<file path="config.mk">
export PLATFORM = sky130hd
export DESIGN_NAME = imem_boot_loader
export DESIGN_NICKNAME = d
export VERILOG_FILES = /design/src/rtl/imem_pkg.sv /design/src/rtl/imem_boot_loader.sv
export SDC_FILE = /design/constraint.sdc
export NUM_CORES = 1
export LEC_CHECK = 0
export CAP_MARGIN = 20
export CELL_PAD_IN_SITES_DETAIL_PLACEMENT = 0
export CELL_PAD_IN_SITES_GLOBAL_PLACEMENT = 1
export CORE_ASPECT_RATIO = 0.5
export CORE_UTILIZATION = 39
export CTS_CLUSTER_SIZE = 24
export DETAILED_ROUTE_END_ITERATION = 12
export PLACE_DENSITY_LB_ADDON = 0.1
export SLEW_MARGIN = 20
export SYNTH_ARGS = -nofsm -noshare
export SYNTH_HDL_FRONTEND = slang
export SYNTH_SLANG_ARGS = --single-unit
export TNS_END_PERCENT = 10
</file>
<file path="constraint.sdc">
create_clock -name clk -period 2.5 [get_ports clk]
set_input_delay 0.75 -clock clk [delete_from_list [all_inputs] [get_ports clk]]
set_output_delay 0.75 -clock clk [all_outputs]
set_load 0.01 [all_outputs]
</file>
<file path="src/rtl/imem_pkg.sv">
// Shared definitions for the instruction-memory boot path: loader state encoding,
// default watchdog limit and the memory byte width.
package imem_pkg;

    typedef enum logic [1:0] {
        IDLE = 2'd0,
        LOAD = 2'd1,
        DONE = 2'd2,
        ERR  = 2'd3
    } state_t;

    localparam int DEFAULT_TIMEOUT = 1024;
    localparam int BYTE_W          = 8;

endpackage

</file>
<file path="src/rtl/imem_boot_loader.sv">
// Streams bytes into instruction memory from address 0 and holds the core in reset until loaded.
// Latency: 1 cycle accept->mem_we; backpressure: byte_ready low outside LOAD or while start is high.
module imem_boot_loader
    import imem_pkg::*;
#(
    parameter int N       = 9,
    parameter int TIMEOUT = DEFAULT_TIMEOUT
) (
    input  logic              clk,
    input  logic              rst_n,
    input  logic              start,
    input  logic [N:0]        load_len,
    input  logic [BYTE_W-1:0] byte_in,
    input  logic              byte_valid,
    output logic              byte_ready,
    output logic              mem_we,
    output logic [N-1:0]      mem_wa,
    output logic [BYTE_W-1:0] mem_wd,
    output logic              core_rst_n,
    output logic              busy,
    output logic              done,
    output logic              error,
    output logic [BYTE_W-1:0] checksum
);

    localparam int           WD_W    = $clog2(TIMEOUT + 1);
    localparam logic [N:0]   MAX_LEN = {1'b1, {N{1'b0}}};
    localparam logic [N:0]   ONE_LEN = {{N{1'b0}}, 1'b1};
    localparam logic [WD_W-1:0] WD_MAX  = WD_W'(TIMEOUT);
    localparam logic [WD_W-1:0] WD_LAST = WD_W'(TIMEOUT - 1);

    state_t          state, state_nxt;
    logic [N-1:0]    addr;
    logic [N:0]      remaining;
    logic [WD_W-1:0] wdog;
    logic            accept;
    logic            last_byte;
    logic            wd_expire;

    assign byte_ready = (state == LOAD) && !start;
    assign accept     = byte_valid && byte_ready;
    assign last_byte  = (remaining == ONE_LEN);
    // An idle cycle that brings the watchdog up to TIMEOUT is the one that errors out.
    assign wd_expire  = !accept && (wdog >= WD_LAST);

    assign busy  = (state == LOAD);
    assign done  = (state == DONE);
    assign error = (state == ERR);

    always_comb begin
        state_nxt = state;
        if (start) begin
            if (load_len > MAX_LEN) begin
                state_nxt = ERR;
            end else if (load_len == '0) begin
                state_nxt = DONE;
            end else begin
                state_nxt = LOAD;
            end
        end else if (state == LOAD) begin
            if (accept && last_byte) begin
                state_nxt = DONE;
            end else if (wd_expire) begin
                state_nxt = ERR;
            end
        end
    end

    always_ff @(posedge clk or negedge rst_n) begin
        if (!rst_n) begin
            state      <= IDLE;
            addr       <= '0;
            remaining  <= '0;
            wdog       <= '0;
            checksum   <= '0;
            mem_we     <= 1'b0;
            mem_wa     <= '0;
            mem_wd     <= '0;
            core_rst_n <= 1'b0;
        end else begin
            state      <= state_nxt;
            mem_we     <= accept;
            // Core leaves reset only after the final write has been presented to memory.
            core_rst_n <= (state == DONE);
            if (accept) begin
                mem_wa <= addr;
                mem_wd <= byte_in;
            end
            if (start) begin
                addr      <= '0;
                remaining <= load_len;
                checksum  <= '0;
                wdog      <= '0;
            end else if (state == LOAD) begin
                if (accept) begin
                    checksum  <= checksum ^ byte_in;
                    addr      <= addr + 1'b1;
                    remaining <= remaining - 1'b1;
                    wdog      <= '0;
                end else if (wdog != WD_MAX) begin
                    wdog <= wdog + 1'b1;
                end
            end
        end
    end

endmodule
</file>
==> impl_metrics.tcl <==
set metrics [dict create \
    grt_max_degree 60 \
    ys_ff_latch 59 \
    tightest_slew_ps 720 \
    syn-instance-count 298 \
    fin_crit_sh 0.919 \
    clk_pin_slew_ps 50 \
    drive_gt1_frac 0.104 \
    drc 0 \
    nFillCells 623 \
    clk_latency_ps 330 \
    gr-total-overflow 0 \
    routabilityCongestion 0.856 \
    synth_cell_types 44 \
    wl_per_cell_um 13.5 \
    n_antenna_cell 0 \
    syn-num-nets 325 \
    num_rows 21 \
    die_w_um 122 \
    ys_warn_count 0 \
    drtAntennaViolNets 0 \
    max_clock_freq_ghz 0.435 \
    drtIter0Drc 89 \
    skew_ps 5.66 \
    clock-sinks 59 \
    post_drt_via_cell_ratio 4.99 \
    multiInputGateArea_um2 1250 \
    fin_area_um2 3750 \
    wl_um 6170 \
    worstSetupStartpointType "input port" \
    grt_pass1_wl_um 10200 \
    syn_to_final_growth_pct 33.5 \
    hold_ws_ps 422 \
    ios 53 \
    dp_hpwl_um 4100 \
    die-area_um2 7570 \
    cts_max_path_buffers 2 \
    via_count 2282 \
    fin_crit_ps 2300 \
    power_density_nw_per_um2 657 \
    slew_headroom 0.515 \
    start_util 0.411 \
    final_util 0.549 \
    firstDrtPassIters 4 \
    syn-cell-area_um2 2810 \
    cts-buffers-inserted 9 \
    place_area_um2 3490 \
    hold_violations 0 \
    antenna_found_initial 0 \
    path_max_fanout 2 \
    grt_pass1_vias 2239 \
    rsz0062_at_grt "no" \
    worstPathRequired_ps 1750 \
    yosysSeqAreaShare 0.525 \
    final-seq-area_um2 1480 \
    crit_path_end_kind "primary output" \
    cts_tree "yes" \
    die_h_um 62.0 \
    crit_arrival_ps 1550 \
    coreArea_um2 6830 \
    io_buffers 52 \
    grt_usage 0.183 \
    clockRootBuffer "clkbuf_16" \
    critPathKind "in -> out" \
    post_synth.cell_area_avg_um2 9.43 \
    peakVddDrop_v 0.000345 \
    status "complete, no violations" \
    h-tree-depth 3 \
    drv_cap 0 \
    hold_buffers 0 \
    report.final.slew_viol_count 0 \
    setup_viol 0 \
    placed_cells_incl_taps 441 \
    instances_no_fill 457 \
    final_nets 387 \
    hold_path.class "in -> async" \
    p_leak_nw 1.65 \
]
[cells in the final DEF (no fill, tap or decap), types with 4 or more instances in the layout]
cell and n:
clkdlybuf4s50_1 49, xor2_1 23, nor3_1 4, buf_4 7, inv_1 7, nand2_1 73
dfrtp_1 59, clkbuf_16 9, a21oi_1 10, nand4_1 7, clkinv_2 4, xnor2_1 7
nor2_1 30, nand3_1 10, ha_1 5, o21ai_0 15
[per-stage QoR]
step / worst slack, ps / setup TNS, ps / total power [mW]
floorplan: 454 / 0 / 1.21
global placement: -63.2 / -63.2 / 1.39
detailed placement: -63.9 / -63.9 / 1.40
CTS: 27.5 / 0 / 2.50
global route: 165 / 0 / 2.59
finish: 202 / 0 / 2.46
[per-layer routing]
layer,vias up,GRT usage,wire length [µm]
li1,1128,-,-
met2,53,0.289,2620
met3,10,0.0675,326
met1,1091,0.231,3170
met5,-,0,0
met4,0,0.0758,62
[kinds of logic after synthesis]
| group | count (synthesis) | synth area share |
|---|---|---|
| and+or+nand+nor | 146 | 0.239 |
| buffers and inverters | 20 | 0.0303 |
| xor gates and xnor gates | 30 | 0.0935 |
| adders and majority gates | 5 | 0.0223 |
| DFF | 59 | 0.525 |
| AOI/OAI and AO/OA | 38 | 0.0895 |
[power by group]
group / internal (mW) / switching (mW) / total [mW]
logic: 0.163 / 0.157 / 0.320
clock network: 0.663 / 0.418 / 1.08
registers: 1.02 / 0.0461 / 1.06
[Yosys cell counts, drive strengths merged]
library cell	n	area, µm²
nand3	11	60.1
nand3b	1	7.51
o31ai	2	15.0
or3	2	13.8
or4	2	17.5
nand4	7	43.8
xor2	23	201
ha	5	62.6
xnor2	7	61.3
a32oi	1	8.76
o21ai	15	75.1
and3	1	7.51
a22oi	1	7.51
and2	3	18.8
a21oi	10	50.1
nor3b	1	7.51
nand2b	1	8.76
nor2b	1	6.26
clkbuf	6	23.8
o311a	1	11.3
nor4b	1	8.76
o211ai	1	7.51
dfrtp	59	1480
nor2	30	113
o2111ai	1	8.76
nor3	4	20.0
or4b	2	23.8
o41ai	1	27.5
or2	2	12.5
nor4	3	18.8
a2111oi	2	17.5
a211oi	3	22.5
and4	1	10.0
nand2	73	274
buf	4	22.5
inv	8	30.0
clkinv	2	8.75
[repair_timing]
item                       in CTS  in global routing
buffers inserted                0                  0
resized for setup               1                  1
setup endpoints to repair       1                  1
[critical path, stage by stage]
cell and delay, ps:
clkdlybuf4s50_1 480, nor2_1 50, dlygate4sd2_1 270
[cell type report]
type | instances | area share
Sequential cell | 59 | 0.394
Multi-Input combinational cell | 219 | 0.333
Timing Repair Buffer | 61 | 0.162
Clock buffer | 11 | 0.0620
Tap cell | 92 | 0.0307
Inverter | 10 | 0.0103
Clock inverter | 5 | 0.00801
[path summary, 6_finish.rpt]
kind	from	endpoint	slack, ps	depth (start not counted)
min in group clk	mem_wa[7]	mem_wa[7]	470	2
max in group asynchronous	rst_n	wdog[0]	1800	2
worst max register to register	wdog[0]	wdog[9]	560	7
worst min-delay path	rst_n	checksum[7]	420	2
worst max-delay path	start	byte_ready	200	3
worst min register to register	mem_wa[7]	mem_wa[7]	470	2
[flip-flops by register name, indices dropped and copies added (netlist names)]
| register | flops |
|---|---|
| state | 2 |
| mem_wd | 8 |
| core_rst_n | 1 |
| checksum | 8 |
| addr | 9 |
| remaining | 10 |
| wdog | 11 |
| mem_wa | 9 |
| mem_we | 1 |
Note: power is estimated with default switching activity, not from simulation.
